`config.mk`:
```
export PLATFORM = sky130hd
export DESIGN_NAME = restoring_divider_4bit
export DESIGN_NICKNAME = d
export VERILOG_FILES = /design/src/rtl/restoring_divider_4bit_pkg.sv /design/src/rtl/full_adder_1bit.sv /design/src/rtl/restoring_divider_4bit_sub_stage.sv /design/src/rtl/restoring_divider_4bit.sv
export SDC_FILE = /design/constraint.sdc
export NUM_CORES = 1
export LEC_CHECK = 0
export ABC_CLOCK_PERIOD_IN_PS = 2700
export BUFFER_PORTS_ARGS = -buffer_cell sky130_fd_sc_hd__buf_2
export CAP_MARGIN = 20
export CELL_PAD_IN_SITES_DETAIL_PLACEMENT = 0
export CELL_PAD_IN_SITES_GLOBAL_PLACEMENT = 1
export CORE_UTILIZATION = 40
export CTS_CLUSTER_DIAMETER = 40
export DETAILED_ROUTE_END_ITERATION = 6
export GPL_TIMING_DRIVEN = 0
export PLACE_DENSITY_LB_ADDON = 0.05
export SLEW_MARGIN = 5
export SYNTH_ARGS = -nofsm -noshare
export SYNTH_HDL_FRONTEND = slang
export SYNTH_SLANG_ARGS = --single-unit
```
`constraint.sdc`:
```
create_clock -name clk -period 2.7 [get_ports clk]
set_input_delay 0.81 -clock clk [delete_from_list [all_inputs] [get_ports clk]]
set_output_delay 0.81 -clock clk [all_outputs]
set_load 0.02 [all_outputs]
```
`src/rtl/restoring_divider_4bit_pkg.sv`:
```
// Shared definitions for the restoring divider: FSM state encoding and default width.
package restoring_divider_4bit_pkg;

  localparam int DIV_WIDTH = 4;

  typedef enum logic [1:0] {
    IDLE = 2'd0,
    CALC = 2'd1,
    DONE = 2'd2
  } state_t;

endpackage

```
`src/rtl/full_adder_1bit.sv`:
```
// One-bit full adder cell shared with the combinational add/sub blocks.
module full_adder_1bit (
  input  logic i_a,
  input  logic i_b,
  input  logic i_cin,
  output logic o_sum,
  output logic o_cout
);

  assign o_sum  = i_a ^ i_b ^ i_cin;
  assign o_cout = (i_a & i_b) | (i_cin & (i_a ^ i_b));

endmodule

```
`src/rtl/restoring_divider_4bit_sub_stage.sv`:
```
// WIDTH+1-bit ripple subtractor (a - b) built from full adders with b inverted and carry-in 1.
module restoring_divider_4bit_sub_stage #(
  parameter int WIDTH = 4
) (
  input  logic [WIDTH:0] i_a,
  input  logic [WIDTH:0] i_b,
  output logic [WIDTH:0] o_diff,
  output logic           o_borrow
);

  logic [WIDTH:0]   w_b_n;
  logic [WIDTH+1:0] w_carry;

  assign w_b_n      = ~i_b;
  assign w_carry[0] = 1'b1;

  genvar gi;
  generate
    for (gi = 0; gi <= WIDTH; gi++) begin : g_fa
      full_adder_1bit u_fa (
        .i_a    (i_a[gi]),
        .i_b    (w_b_n[gi]),
        .i_cin  (w_carry[gi]),
        .o_sum  (o_diff[gi]),
        .o_cout (w_carry[gi+1])
      );
    end
  endgenerate

  // No carry out of the top cell means a < b.
  assign o_borrow = ~w_carry[WIDTH+1];

endmodule

```
`src/rtl/restoring_divider_4bit.sv`:
```
// Sequential unsigned restoring divider: one quotient bit per clock behind a start/busy/done handshake.
module restoring_divider_4bit
  import restoring_divider_4bit_pkg::*;
#(
  parameter int WIDTH = DIV_WIDTH
) (
  input  logic             clk,
  input  logic             rst,
  input  logic             start,
  input  logic [WIDTH-1:0] dividend,
  input  logic [WIDTH-1:0] divisor,
  output logic             busy,
  output logic             done,
  output logic [WIDTH-1:0] quotient,
  output logic [WIDTH-1:0] remainder,
  output logic             div_by_zero
);

  localparam int CNT_W = $clog2(WIDTH + 1);

  state_t r_state, w_state_next;

  // Partial remainder stays below the divisor between iterations, so its top bit
  // is always zero once stored; only the shifted trial value needs WIDTH+1 bits.
  logic [WIDTH-1:0] r_rem;
  logic [WIDTH-1:0] r_q;
  logic [WIDTH-1:0] r_d;
  logic [CNT_W-1:0] r_cnt;
  logic [WIDTH-1:0] r_quotient;
  logic [WIDTH-1:0] r_remainder;
  logic             r_dbz;

  logic             w_accept;
  logic             w_zero_div;
  logic             w_last;
  logic [WIDTH:0]   w_r_shift;
  logic [WIDTH:0]   w_t;
  logic             w_borrow;
  logic             w_restore;
  logic [WIDTH-1:0] w_r_next;
  logic [WIDTH-1:0] w_q_next;

  assign w_accept   = start && ((r_state == IDLE) || (r_state == DONE));
  assign w_zero_div = (divisor == '0);
  assign w_last     = (r_cnt == CNT_W'(WIDTH - 1));
  assign w_r_shift  = {r_rem, r_q[WIDTH-1]};

  restoring_divider_4bit_sub_stage #(
    .WIDTH (WIDTH)
  ) u_sub (
    .i_a      (w_r_shift),
    .i_b      ({1'b0, r_d}),
    .o_diff   (w_t),
    .o_borrow (w_borrow)
  );

  // Sign bit and borrow agree while R < D; either marks a negative trial.
  assign w_restore = w_t[WIDTH] | w_borrow;
  assign w_r_next  = w_restore ? w_r_shift[WIDTH-1:0] : w_t[WIDTH-1:0];
  assign w_q_next  = {r_q[WIDTH-2:0], ~w_restore};

  always_ff @(posedge clk) begin
    if (rst) begin
      r_state <= IDLE;
    end else begin
      r_state <= w_state_next;
    end
  end

  always_comb begin
    w_state_next = r_state;
    busy         = 1'b0;
    done         = 1'b0;
    case (r_state)
      IDLE, DONE: begin
        done = (r_state == DONE);
        if (start) begin
          w_state_next = w_zero_div ? DONE : CALC;
        end else begin
          w_state_next = IDLE;
        end
      end
      CALC: begin
        busy = 1'b1;
        if (w_last) begin
          w_state_next = DONE;
        end
      end
      default: w_state_next = IDLE;
    endcase
  end

  always_ff @(posedge clk) begin
    if (rst) begin
      r_rem       <= '0;
      r_q         <= '0;
      r_d         <= '0;
      r_cnt       <= '0;
      r_quotient  <= '0;
      r_remainder <= '0;
      r_dbz       <= 1'b0;
    end else if (w_accept) begin
      if (w_zero_div) begin
        r_quotient  <= '1;
        r_remainder <= dividend;
        r_dbz       <= 1'b1;
      end else begin
        r_rem <= '0;
        r_q   <= dividend;
        r_d   <= divisor;
        r_cnt <= '0;
        r_dbz <= 1'b0;
      end
    end else if (r_state == CALC) begin
      r_rem <= w_r_next;
      r_q   <= w_q_next;
      r_cnt <= r_cnt + CNT_W'(1);
      if (w_last) begin
        r_quotient  <= w_q_next;
        r_remainder <= w_r_next;
      end
    end
  end

  assign quotient    = r_quotient;
  assign remainder   = r_remainder;
  assign div_by_zero = r_dbz;

endmodule

```
Word level (Yosys, flattened, before mapping)
Index checks and enable logic that the tools add are counted.

word-level totals
  flip-flop bits (word level) = 26
  bits of input ports = 11
  output and inout bits = 11
  word-level logic and storage cells = 79

cells by class
  add/subtract/negate cells = 1
  equality and inequality tests = 6
  multiplexer cells = 25
  bitwise gates (word level) = 29
  reductions and logical operators = 10

operators by type and width
  operator             number
  $mux 4               15
  $and 1x1->1          9
  $mux 3               3
  $xor 1x1->1          9
  $mux 2               3
  $or 1x1->1           6
  $not 4->5            1
  $logic_not 4->1      1
  $ne 2x2->1 const B   2
  $not 1->1            4
  $pmux 2 s2           1
  $reduce_and 2->1     2
  $reduce_bool 2->1    2
  $add 3x1->3 const B  1
  $eq 3x2->1 const B   1
  $mux 1               3
  $reduce_and 3->1     1
  $eq 2x1->1 const B   1
  $eq 2x2->1 const B   1
  $logic_not 2->1      1
  $ne 2x1->1 const B   1
  $reduce_or 2->1      1
  $logic_and 1x1->1    1
  $logic_or 1x1->1     1

Logic depth before layout (Yosys ltp)
  depth after elaboration = 17
  gate-level depth with buffers = 12
  depth with buffers taken out = 12

Cells and area by module
Synthesis repeated with hierarchy kept, for this count alone.

second synthesis, totals
  cell total of the unflattened synthesis = 142
  area, all modules = 1313.8 um^2

modules (own cells, without submodules)
  module                            times used  cells an instance  area an instance (um^2)  seq. area each (um^2)
  restoring_divider_4bit            1           130                1187.4                   520.5
  full_adder_1bit                   5           1                  20.0                     0.0
  restoring_divider_4bit_sub_stage  1           7                  26.3                     0.0

Worst setup path before layout
No wires, ideal clock.

  path kind = register to register
  start point = register r_q[3]
  end point = register r_remainder[3], in the netlist remainder[3]
  library setup time = 0.133 ns
  arrival = 2.345 ns
  data required time = 2.567 ns
  path slack = 0.222 ns
  cell stages (with the launch flop) = 13
  buffers on the path = 0
  period minus slack after synthesis = 2.478 ns
  path through = dfxtp_1 -> inv_1 -> ha_1 -> inv_1 -> fa_1 -> inv_1 -> fa_1 -> inv_1 -> fa_1 -> xor2_2 -> mux2_2 -> nand2_1 -> a311oi_1

on the way
  cells in the longest elaborated chain, start to end = 16
  elaborated cells on any way between the ends = 19
  classes of those cells = 4 x mux; 15 x bitwise

RTL lines
  element                                            line                                    RTL
  from (decl)                                        restoring_divider_4bit.sv:26            logic [WIDTH-1:0] r_q;
  from (signal assigned)                             restoring_divider_4bit.sv:109           r_q <= dividend;
  from (signal assigned)                             restoring_divider_4bit.sv:116           r_q <= w_q_next;
  $and 1x1->1 / $xor 1x1->1 (equally long branches)  full_adder_1bit.sv:11                   assign o_cout = (i_a & i_b) | (i_cin & (i_a ^ i_b));
  $or 1x1->1 (*)                                     full_adder_1bit.sv:11
  $and 1x1->1 (*)                                    full_adder_1bit.sv:11
  $or 1x1->1 (*)                                     full_adder_1bit.sv:11
  $and 1x1->1 (*)                                    full_adder_1bit.sv:11
  $or 1x1->1 (*)                                     full_adder_1bit.sv:11
  $and 1x1->1                                        full_adder_1bit.sv:11
  $or 1x1->1                                         full_adder_1bit.sv:11
  $and 1x1->1                                        full_adder_1bit.sv:11
  $or 1x1->1                                         full_adder_1bit.sv:11
  $not 1->1                                          restoring_divider_4bit_sub_stage.sv:31  assign o_borrow = ~w_carry[WIDTH+1];
  $or 1x1->1                                         restoring_divider_4bit.sv:58            assign w_restore = w_t[WIDTH] | w_borrow;
  $mux 4 (*)                                         restoring_divider_4bit.sv:59            assign w_r_next = w_restore ? w_r_shift[WIDTH-1:0] : w_t[WIDTH-1:0];
  $mux 4 (*)                                         restoring_divider_4bit.sv:118           if (w_last) begin
  $mux 4 (*)                                         restoring_divider_4bit.sv:114           end else if (r_state == CALC) begin
  $mux 4 (*)                                         restoring_divider_4bit.sv:102           end else if (w_accept) begin
  to (signal assigned)                               restoring_divider_4bit.sv:105           r_remainder <= dividend;
  to (signal assigned)                               restoring_divider_4bit.sv:120           r_remainder <= w_r_next;
  to (decl)                                          restoring_divider_4bit.sv:30            logic [WIDTH-1:0] r_remainder;

Every way passes the cells marked *; elsewhere a longest branch is shown, timed or not. The select of a mux whose other input is x is not followed.
A chain may end at the register's enable or synchronous reset.

Worst setup path in the final report
Ends and elaborated chain as after synthesis.

==> flow_summary.yaml <==
placement:
  hpwlAfterDp_um: 1970
  gp_congestion: 0.727
  post-place-ws_ns: 0.000147
  portBuffers: 20
synthesis:
  synth_top_area_cell: "dfxtp_1"
  yosys.cell_types.count: 29
  avgSynthCellArea_um2: 8.61
  async_reset_ff_frac: 0
  synth_area_leaders: "dfxtp_1 43%, nand2_1 7.7%, a311oi_1 5.1%"
  ys.flop_type: "dfxtp_1"
  yosys-top-cells-count: "26 x dfxtp_1, 25 x nand2_1, 16 x nor2_1"
  ys_seq_elements: 26
  yosysSeqAreaShare: 0.429
  synthMostInstantiatedCell: "dfxtp_1"
  synth_edf_count: 0
  syn_area_mm2: 0.00121
  yosysWarnings: 0
  syn_inst: 141
  syn_nets: 158
  synth_top_cell_area_share: 0.429
timing:
  finClkSkew_ns: 0.0119
  slew_headroom: 0.648
  layout_setup_ws_ns: 0.201
  fin_crit_ns: 2.50
  slew_violations: 0
  worst_slew_pin_slew_ns: 0.524
  finalSetupTns_ns: 0
  fin_crit_sh: 0.926
  hold_viol: 0
  setup_viol: 0
  grt_setup_unrepaired: "no"
  fmaxAchievable_ghz: 0.400
worst_hold_path:
  hold_path_class: "reg2reg"
  min_from: "r_q[0]"
  holdPathEnd: "r_q[0]"
  whs_path_depth: 2
job:
  drv_cap: 0
clock_network:
  h-tree-depth: 1
  clockBufferDepth: 2
  insertion_delay_ns: 0.33
  cts_buffers: 3
  cts-root-buf: "clkbuf_4"
  cts_sinks: 26
  hold_buffers: 0
  clk_pin_slew_ns: 0.15
  cts_tree: "done"
die:
  initial_utilization: 0.433
  core-area_mm2: 0.00281
  rows: 19
  io_pins: 22
  die_w_um: 57.1
  die_h_um: 57.1
  dieArea_mm2: 0.00326
worst_setup_path:
  crit_fanout: 6
  r2r-start: "r_q[3]"
  slowest_delay_ns: 0.38
  reg2reg_to: "remainder[3]"
  crit_required_ns: 2.92
  criticalPathCategory: "reg2reg"
  ff2ff_path_depth: 12
  cp-end-kind: "register"
  crit_family: "adder cells"
  critical_path.most_common_cell: "inv_1"
  worst-path-buf-inv: 4
  slowest_stage: "dfxtp_1"
  critPathLaunchType: "register"
  crit_chain: "inv_1 -> ha_1 -> inv_1 -> fa_1 -> inv_1 -> fa_1 -> inv_1 -> fa_2 -> xor2_4 -> mux2_2 -> nand2_1 -> a311oi_2"
  r2r_slack_ns: 0.20
  cp.arrival_ns: 2.72
global_route:
  grt_pass1_wl_um: 4370
  grt_max_degree: 15
  grt_use_total: 0.175
  antenna_found_initial: 0
  grt-ovfl-total: 0
  grt_pass1_vias: 927
route:
  dr.pass1.iters: 4
  drtAntennaViolNets: 0
  drc: 0
  vias_per_cell: 5.27
  vias: 1044
  drt_wl_total_um: 2650
  drt_iter0_markers: 40
  post_drt_wl_per_cell_um: 13.4
finish:
  nets: 185
  diodes: 0
  drive_gt1_frac: 0.216
  area_growth_pct: 17.3
power_and_ir_drop:
  ir_worst_vdd_v: 0.000328
  leakage_nw: 0.568
  power.density_mw_per_mm2: 587
  power_switching_mw: 0.256
  seq_power_share: 0.514
  combinationalPowerShare: 0.247
  p_int_mw: 0.580
  clock_power_share: 0.238
  swShare: 0.306
outcome:
  outcome: "completed"
[worst max-delay path by stage]
stage | startpoint | endpoint | cells past startpoint
2_1_floorplan | r_q[3] | remainder[3] | 12
6_report | r_q[3] | remainder[3] | 12
5_1_grt | r_q[3] | remainder[3] | 12
4_1_cts | r_q[3] | remainder[3] | 12
3_3_place_gp | r_q[3] | r_rem[3] | 12
3_5_place_dp | r_q[3] | remainder[3] | 12
[power groups by stage]
stage               sequential [mW]  combinational [mW]  clock (mW)
detailed placement            0.437               0.184           0
CTS                           0.430               0.190       0.205
floorplan                     0.438               0.135           0
finish                        0.430               0.207       0.199
global route                  0.434               0.231       0.224
global placement              0.437               0.181           0
[final cells by class]
cell class / instances / area [µm²]
repair buffers: 22 / 115
fillers: 281 / 1380
inverters: 9 / 33.8
clock buffers: 4 / 36.3
multi-input cells: 99 / 652
well taps: 31 / 38.8
plain buffers: 7 / 27.5
flip-flops and latches: 26 / 520
[logic make-up (layout without fill, tap and decap cells)]
kind of cell	count (synthesis)	in the layout	synth area share
muxes	2	2	0.0186
buffers and inverters	16	42	0.0505
and+or+nand+nor	56	56	0.203
DFF	26	26	0.429
adders and majority gates	6	6	0.0804
AOI/OAI and AO/OA	34	34	0.205
xor gates and xnor gates	1	1	0.0134
[layout by cell type (no fill, tap or decap), drive strengths merged]
master / instances
nor2b: 3
or4: 1
o21ai: 3
a21oi: 9
inv: 9
nor4: 1
buf: 23
nand3b: 1
and2: 1
dfxtp: 26
a22oi: 4
o2111ai: 2
ha: 3
nand2b: 2
a21o: 1
a31oi: 5
o211ai: 2
mux2: 2
clkbuf: 10
a311oi: 7
fa: 3
a211oi: 1
xor2: 1
nor2: 16
nand3: 6
nand2: 25
[what timing repair did]
action,4_1_cts,5_1_grt
setup endpoints to repair,3,4
buffers inserted,0,2
hold endpoints to repair,0,0
resized for setup,1,2
[flip-flops by register name, indices dropped and copies added (netlist names)]
| signal | count |
|---|---|
| div_by_zero | 1 |
| r_state | 2 |
| quotient | 4 |
| remainder | 4 |
| r_cnt | 3 |
| r_rem | 4 |
| r_q | 4 |
| r_d | 4 |
[worst reg2reg max path, delay by kind of cell, from the launching register on]
family	cells	cell delay (ns)
flip-flops	1	0.38
multiplexers	1	0.38
XOR/XNOR	1	0.21
buffers and inverters	4	0.24
adder cells (fa/ha/maj)	4	1.00
AND/OR/NAND/NOR	1	0.09
AO/OA/AOI/OAI	1	0.09
[per-stage QoR]
stage | power, mW | instance area [µm²] | hold WS [ns] | util | instances
floorplan | 0.573 | 1210 | 0.445 | - | 141
global placement | 0.617 | 1350 | 0.460 | 0.482 | 192
detailed placement | 0.621 | 1350 | 0.466 | 0.482 | 192
CTS | 0.826 | 1400 | 0.485 | 0.499 | 196
global route | 0.889 | 1420 | 0.504 | 0.508 | 198
finish | 0.836 | 1420 | 0.480 | 0.508 | 198
[routing by layer]
layer  vias up  part of all wire  global-route usage
met5         -                 0                   0
met4         0            0.0057              0.0418
met3         2             0.045              0.0499
met2        21              0.45               0.286
met1       478              0.50               0.229
li1        543                 -                   -
No activity file was read; power rests on OpenSTA's default activity.
